===== src/rtl/keypad_pkg.sv =====
// rtl/keypad_pkg.sv - shared types and constants for the keypad scan controller
// Purpose: FSM state encoding, key code type, matrix geometry and the column drive helper.
// Ports: none (package).
package keypad_pkg;

    localparam int N_COLS = 4;
    localparam int N_ROWS = 4;

    typedef enum logic [1:0] {
        ST_SCAN,
        ST_CONFIRM,
        ST_PRESENT,
        ST_RELEASE
    } kp_state_t;

    typedef logic [3:0] key_code_t;

    // Active-low one-hot column drive for a column index.
    function automatic logic [N_COLS-1:0] col_drive(input logic [1:0] idx);
        return ~(N_COLS'(1) << idx);
    endfunction

endpackage


===== src/rtl/keypad_row_encoder.sv =====
// rtl/keypad_row_encoder.sv - priority encoder for active-low keypad rows
// Purpose: reports whether any row is low and the index of the lowest such row.
// Ports:
//   row_i      in  4  debounced rows, active-low
//   hit_o      out 1  at least one row is low
//   row_idx_o  out 2  lowest row index that is low (0 when hit_o=0)
module keypad_row_encoder
    import keypad_pkg::*;
(
    input  logic [N_ROWS-1:0] row_i,
    output logic              hit_o,
    output logic [1:0]        row_idx_o
);

    // Scan from the top down so the lowest low row is the last one written.
    always_comb begin
        hit_o     = 1'b0;
        row_idx_o = 2'd0;
        for (int i = N_ROWS - 1; i >= 0; i--) begin
            if (!row_i[i]) begin
                hit_o     = 1'b1;
                row_idx_o = 2'(i);
            end
        end
    end

endmodule


===== src/rtl/keypad_scan_ctrl.sv =====
// rtl/keypad_scan_ctrl.sv - 4x4 keypad column scanner with press confirm and valid/ready output
// Purpose: steps an active-low column strobe, confirms a press on the frozen column,
//          encodes it and holds it on a valid/ready handshake, then waits for release.
// Ports:
//   clk_i        in  1  system clock
//   rst_i        in  1  synchronous reset, active-high
//   det_i        in  1  any-key flag for the driven column
//   row_i        in  4  debounced rows, active-low
//   col_o        out 4  column drive, active-low one-hot (registered)
//   key_code_o   out 4  {col_idx, row_idx} of the accepted key
//   key_valid_o  out 1  key_code_o valid, held until accepted
//   key_ready_i  in  1  consumer accept
//   scanning_o   out 1  high while scanning columns
module keypad_scan_ctrl
    import keypad_pkg::*;
#(
    parameter int SCAN_DIV = 50_000,
    parameter int CONFIRM  = 8
) (
    input  logic              clk_i,
    input  logic              rst_i,
    input  logic              det_i,
    input  logic [N_ROWS-1:0] row_i,
    output logic [N_COLS-1:0] col_o,
    output key_code_t         key_code_o,
    output logic              key_valid_o,
    input  logic              key_ready_i,
    output logic              scanning_o
);

    localparam int MAX_CNT = (SCAN_DIV > CONFIRM) ? SCAN_DIV : CONFIRM;
    localparam int TW      = $clog2(MAX_CNT + 1);
    localparam logic [TW-1:0] SCAN_LAST = TW'(SCAN_DIV - 1);
    localparam logic [TW-1:0] CONF_LAST = TW'(CONFIRM - 1);

    kp_state_t         r_state, w_state;
    logic [TW-1:0]     r_timer, w_timer;
    logic [1:0]        r_col_idx, w_col_idx;
    logic [N_COLS-1:0] r_col;
    key_code_t         r_code, w_code;
    logic              r_valid, w_valid;

    logic              w_hit;
    logic [1:0]        w_row_idx;

    keypad_row_encoder u_row_enc (
        .row_i     (row_i),
        .hit_o     (w_hit),
        .row_idx_o (w_row_idx)
    );

    always_ff @(posedge clk_i) begin
        if (rst_i) begin
            r_state   <= ST_SCAN;
            r_timer   <= '0;
            r_col_idx <= 2'd0;
            r_col     <= 4'b1110;
            r_code    <= '0;
            r_valid   <= 1'b0;
        end else begin
            r_state   <= w_state;
            r_timer   <= w_timer;
            r_col_idx <= w_col_idx;
            // Drive is registered from the next index so it always matches r_col_idx.
            r_col     <= col_drive(w_col_idx);
            r_code    <= w_code;
            r_valid   <= w_valid;
        end
    end

    always_comb begin
        w_state   = r_state;
        w_timer   = r_timer;
        w_col_idx = r_col_idx;
        w_code    = r_code;
        w_valid   = r_valid;
        case (r_state)
            ST_SCAN: begin
                // A detect wins over the column step in the same cycle.
                if (det_i) begin
                    w_state = ST_CONFIRM;
                    w_timer = '0;
                end else if (r_timer == SCAN_LAST) begin
                    w_col_idx = r_col_idx + 2'd1;
                    w_timer   = '0;
                end else begin
                    w_timer = r_timer + 1'b1;
                end
            end
            ST_CONFIRM: begin
                if (!det_i) begin
                    w_state = ST_SCAN;
                    w_timer = '0;
                end else if (r_timer == CONF_LAST) begin
                    w_timer = '0;
                    // Detect without any low row is treated as a glitch.
                    if (w_hit) begin
                        w_code  = {r_col_idx, w_row_idx};
                        w_valid = 1'b1;
                        w_state = ST_PRESENT;
                    end else begin
                        w_state = ST_SCAN;
                    end
                end else begin
                    w_timer = r_timer + 1'b1;
                end
            end
            ST_PRESENT: begin
                // det_i ignored: an early release still delivers the code.
                if (key_ready_i) begin
                    w_valid = 1'b0;
                    w_state = ST_RELEASE;
                    w_timer = '0;
                end
            end
            ST_RELEASE: begin
                if (det_i) begin
                    w_timer = '0;
                end else if (r_timer == CONF_LAST) begin
                    w_state   = ST_SCAN;
                    w_col_idx = r_col_idx + 2'd1;
                    w_timer   = '0;
                end else begin
                    w_timer = r_timer + 1'b1;
                end
            end
            default: begin
                w_state = ST_SCAN;
                w_timer = '0;
            end
        endcase
    end

    assign col_o       = r_col;
    assign key_code_o  = r_code;
    assign key_valid_o = r_valid;
    assign scanning_o  = (r_state == ST_SCAN);

endmodule


===== config.mk =====
export PLATFORM = sky130hd
export DESIGN_NAME = keypad_scan_ctrl
export DESIGN_NICKNAME = d
export VERILOG_FILES = /design/src/rtl/keypad_pkg.sv /design/src/rtl/keypad_row_encoder.sv /design/src/rtl/keypad_scan_ctrl.sv
export SDC_FILE = /design/constraint.sdc
export NUM_CORES = 1
export LEC_CHECK = 0
export CAP_MARGIN = 20
export CORE_MARGIN = 2
export CORE_UTILIZATION = 50
export DETAILED_ROUTE_END_ITERATION = 10
export PLACE_DENSITY = 0.82
export SYNTH_ARGS = -nofsm -noshare
export SYNTH_HDL_FRONTEND = slang
export SYNTH_SLANG_ARGS = --single-unit

===== constraint.sdc =====
create_clock -name clk_i -period 1.95 [get_ports clk_i]
set_input_delay 0.195 -clock clk_i [delete_from_list [all_inputs] [get_ports clk_i]]
set_output_delay 0.195 -clock clk_i [all_outputs]
set_load 0.02 [all_outputs]

==> impl_metrics.ini, run 1 <==
[yosys]
syn_inst = 188
synth_cell_types = 44
netlist.area_leader.share_pct = 36.68
syn_nets = 201
ys_ff_latch = 29
yosys_warnings = 0
synth.area.top_cells = dfxtp_1, nor2_1, xnor2_1
syn_area_per_cell_um2 = 8.419
synth_top_cell_by_area = dfxtp_1
synth_area_um2 = 1583
ys_seq_area_share_pct = 36.68

[cells_and_area]
fillers = 228
num_antenna_cells = 0
drive_gt1_share_pct = 28.40
utilization_pct = 71.78
design_area_um2 = 2173
nets = 255
multi_input_area_um2 = 997.2
syn2layout_area_growth_pct = 37.31
ff_latch_area_um2 = 588.1

[clocking]
cts.sinks = 29
clockRootBuffer = clkbuf_4
clockBufferDepth = 2
postCtsHoldBufs = 0
path_clk_slew_ns = 0.09
cts_buffers = 5
cts_max_level = 2
cts_tree = yes
insertion_delay_ns = 0.34

[placement]
dpl_cell_area_um2 = 2024
post-dp-hpwl_mm = 2.672
port_buffers = 17
gp_congestion = 0.8111

[timing]
tightest_slew_ns = 0.3882
slew-limit-headroom_pct = 74.08
fmax_mhz = 514.9
skew_ns = 0.01040
setup_viol = 0
rsz0062_at_grt = true
min_period_over_period_pct = 99.59
period_needed_ns = 1.942
slew_violations = 0
hold_viol = 0

[critical_path]
critPathRequiredTime_ns = 2.21
crit_fanout = 7
critPathArrivalTime_ns = 2.20
critPathLaunchType = flop
crit_type = reg -> reg
crit_path_end_kind = flop

[floorplan]
io_pins = 18
initial_utilization_pct = 52.27
rows = 20
die-height_um = 60.27
core-area_um2 = 3028
dieWidth_um = 60.27
die-area_um2 = 3632

[power]
ir_drop_mv = 0.3904
p_leak_nw = 0.7911
totalPowerFinal_mw = 1.218
power.density_nw_per_um2 = 560.5

[global_routing]
grt_first_pass_wirelength_mm = 6.003
grtUsageTotal_pct = 22.49
overflow = 0
grt_pass1_vias = 1351
grt_max_degree = 16
grt_antenna_before_repair = 0

[detailed_routing]
first_pass_iters = 4
route.detailed.wl_per_inst_um = 13.22
routed_wl_mm = 3.793
drtIter0Drc = 52
vias = 1535
drt-vias-per-instance = 5.348
drt.antenna.violating_nets = 0
drc = 0

[worst_hold_path]
hold_class = reg -> reg

[outcome]
outcome = completed

[job]
drv_cap = 0
## per-layer routing
layer | wire, µm | GRT usage (%) | vias up
met3 | 151 | 6.710 | 7
li1 | - | - | 777
met5 | 0 | 0 | -
met4 | 55 | 9.206 | 0
met2 | 1770 | 34.01 | 24
met1 | 1816 | 29.70 | 727
## timing repair
action,CTS,global route
endpoints found under the hold margin,0,0
setup buffers,2,5
pin swaps,1,10
gates resized for setup,0,13
endpoints found under the setup margin,3,23
## flip-flops by register name, summed over array words and instances, names as in the netlist, named ones only
register	flops
r_col_idx	2
r_timer	16
col_o	4
r_state	1
key_code_o	4
key_valid_o	1
## stage by stage
stage | setup WS, ns | instances | hold WS, ns | setup TNS, ns
6_report | 0.007916 | 287 | 0.4571 | 0
5_1_grt | -0.04376 | 287 | 0.4796 | -0.1264
4_1_cts | 0.002535 | 282 | 0.4591 | 0
3_5_place_dp | -0.01528 | 272 | 0.4462 | -0.01528
3_3_place_gp | 0.02507 | 272 | 0.4391 | 0
2_1_floorplan | -0.2336 | 188 | 0.3023 | -0.6011
## worst max-delay path: stages, from the launching register on
cell and delay (ns):
dfxtp_2 0.33, inv_2 0.07, ha_4 0.14, inv_2 0.03, or3_4 0.36, a2111oi_4 0.42, buf_4 0.21, nand2b_1 0.06
a311oi_1 0.24
## Yosys cell counts
master and number:
dfxtp_1 29, nor2_1 24, nand2_1 20, a21oi_1 15, inv_1 10, xnor2_1 9
nand4_1 8, nand3_1 6, o21ai_0 6, ha_1 5, nor3_1 5, clkbuf_1 4
xor2_1 4, nor2b_1 3, nor4b_1 3, o22ai_1 3, a2111oi_4 2, a311oi_1 2
and2_1 2, and3_2 2, nand2b_1 2, or3_1 2, a2111o_1 1, a211o_1 1
a22o_1 1, a31oi_1 1, a41o_1 1, and3_1 1, buf_2 1, clkbuf_2 1
mux2_2 1, mux2i_1 1, nand2_2 1, nand3b_1 1, nand4b_2 1, nor3b_1 1
nor4_1 1, nor4_4 1, nor4b_2 1, o221ai_1 1, o31a_1 1, o31a_2 1
o31ai_1 1, o31ai_2 1
## cells in the final DEF, fill, tap and decap left out, types with 4 or more instances in the layout
cell type / instances
buf_4: 35
nor2_1: 24
dfxtp_1: 23
nand2_1: 20
clkdlybuf4s50_1: 16
a21oi_1: 13
xnor2_1: 9
nand4_1: 8
inv_1: 7
nand3_1: 6
o21ai_0: 6
dfxtp_2: 6
clkbuf_4: 5
nor3_1: 4
xor2_1: 4
## final timing paths
| path | slack (ns) | cells past startpoint | start | end |
|---|---|---|---|---|
| min reg2reg | 0.46 | 2 | key_code_o[0] | key_code_o[0] |
| max | 0.008 | 8 | r_state[0] | r_col_idx[1] |
| min | 0.46 | 2 | key_code_o[0] | key_code_o[0] |
| max reg2reg | 0.008 | 8 | r_state[0] | r_col_idx[1] |
## cell type report
cell class / instances / area share [%]
sequential: 29 / 27.06
inverter: 10 / 1.727
clock buffer: 8 / 2.245
timing repair buffer: 53 / 20.55
multi-input combinational: 143 / 45.88
tap: 44 / 2.533
## report_power, final
part,switching [mW],internal [mW]
registers,0.00833,0.605
logic,0.134,0.123
clock network,0.205,0.143
## logic make-up (layout without fill, tap and decap cells)
kind of cell	Yosys count	after routing	synth area share [%]
simple gates	85	85	28.62
compound gates	38	38	18.26
flops	29	29	36.68
buf+inv	16	71	3.952
xor+xnor	13	13	7.194
fa+ha+maj	5	5	3.953
mux	2	2	1.344
(Power assumes the default switching activity.)
==> inputs of run 2 (changes only) <==
CORE_MARGIN = 3   (was 2)
SETUP_SLACK_MARGIN = 0.5   (was default)
SKIP_CTS_REPAIR_TIMING = 1   (was default)
==> run 2 against run 1 <==
The flow now finishes with violations (setup timing). Worst hold slack gained 0.017 ns. Global-route usage grew 0.074 points. Wire length grew 25%. Via count grew 6.0%. Power grew 3.8%. Critical path depth is the same. Critical endpoint unchanged. Die area grew 6.7%. Sequential power grew 1%. Clock-buffer cell count shrank 2. Sequential share of layout area shrank 0.74 points. Register-to-register slack lost 0.03 ns.
==> impl_metrics.ini, run 2 (synthesized netlist as in run 1, its figures left out) <==
[detailed_routing]
routed_wl_mm = 4.743
drt-vias-per-instance = 5.832
first_pass_iters = 5
drc = 0
vias = 1627
drt.antenna.violating_nets = 0
drtIter0Drc = 140
route.detailed.wl_per_inst_um = 17.00

[timing]
rsz0062_at_grt = true
min_period_over_period_pct = 100.9
setup_viol = 2
period_needed_ns = 1.968
skew_ns = 0.01453
slew-limit-headroom_pct = 70.61
hold_viol = 0
setup_slack_ns = -0.01831
slew_violations = 0
fmax_mhz = 508.1
tightest_slew_ns = 0.4403

[critical_path]
slowest_delay_ns = 0.45
crit_type = reg -> reg
critPathLaunchType = flop
crit_family = compound AO/OA/AOI/OAI gates
crit_fanout = 5
critPathRequiredTime_ns = 2.21
cpMaxStageDelayCell = a2111oi_4
crit_path_end_kind = flop
crit_chain = inv_4 > ha_4 > inv_2 > or3_4 > a2111oi_4 > buf_6 > a21oi_2 > a311oi_1
crit_buf_inv = 3
critPathArrivalTime_ns = 2.22

[placement]
place_ws_ns = -0.08462
gp_congestion = 0.8657
port_buffers = 17
post-dp-hpwl_mm = 3.079
dpl_cell_area_um2 = 2044

[power]
power.density_nw_per_um2 = 555.5
p_int_mw = 0.8778
seqPwrFrac_pct = 49.0
p_clk_share_pct = 27.6
comb_power_share_pct = 23.4
ir_drop_mv = 0.4189
p_sw_mw = 0.3871
p_leak_nw = 0.8871
swShare_pct = 30.60

[floorplan]
die-area_um2 = 3877
rows = 19
die-height_um = 62.27
initial_utilization_pct = 55.02
core-area_um2 = 2877
io_pins = 18
dieWidth_um = 62.27

[worst_hold_path]
hold_class = in -> reg

[clocking]
cts_tree = yes
clockBufferDepth = 2
cts.sinks = 29
cts_buffers = 5
clockRootBuffer = clkbuf_4
cts_max_level = 2
path_clk_slew_ns = 0.10
insertion_delay_ns = 0.34

[cells_and_area]
syn2layout_area_growth_pct = 43.87
drive_gt1_share_pct = 34.18
final_cell_mix = buf_4, nor2_1, dfxtp_1
top_register = r_timer
final_common_cell = buf_4
largest_register_ffs = 16
nets = 249
design_area_um2 = 2277
num_antenna_cells = 0

[global_routing]
grt_max_degree = 16
grt_antenna_before_repair = 0
grt_pass1_vias = 1453
grtUsageTotal_pct = 22.57
grt_first_pass_wirelength_mm = 6.900
overflow = 0

[outcome]
violations = setup timing
outcome = finished, violations left

[job]
drv_cap = 0
-- run 2: cell count changes in the layout (fill, tap and decap cells not counted), sizes merged --
| cell | delta |
|---|---|
| clkdlybuf4s50 | -9 |
| dlymetal6s2s | +8 |
| buf | -5 |
| clkbuf | -2 |
| clkinv | +2 |
-- run 2: metal layers --
metal	routed length [µm]	GRT usage (%)	part of all wire [%]
met1	1947	27.84	41
met2	2336	35.75	49
met3	278	6.847	5.9
met4	180	11.02	3.8
met5	0	0	0
-- run 2: through the flow --
stage	hold slack, ns	std cells	power (mW)	setup TNS, ns	utilization, %
6_report	0.4741	279	1.265	-0.03232	79.16
5_1_grt	0.4985	279	1.339	-0.8022	79.16
4_1_cts	0.4769	270	1.215	-1.307	72.86
3_5_place_dp	0.4643	262	0.8726	-1.020	71.07
2_1_floorplan	0.3023	188	0.8065	-0.6011	-
3_3_place_gp	0.4483	262	0.8569	0	71.07
-- run 2: power groups by stage --
stage                     registers (mW)  clock network, mW  logic [mW]
final                              0.620              0.350       0.295
after global routing               0.621              0.401       0.317
after CTS                          0.620              0.356       0.239
after detailed placement           0.635                  0       0.238
after global placement             0.633                  0       0.224
after floorplan                    0.632                  0       0.175
-- run 2: worst paths after layout --
path                      start            end  slack, ns  cells past startpoint
setup / recovery     r_state[0]   r_col_idx[1]      -0.02                      8
hold / removal            rst_i   r_col_idx[1]       0.47                      2
setup reg to reg     r_state[0]   r_col_idx[1]      -0.02                      8
hold reg to reg   key_code_o[0]  key_code_o[0]       0.48                      2
-- run 2: final cells by class --
cell class	count	area (µm²)
multi-input cells	143	1091
repair buffers	47	440.4
fillers	179	599.3
well taps	42	52.55
clock inverters	2	10.01
clock buffers	6	41.29
inverters	10	42.54
flip-flops and latches	29	599.3
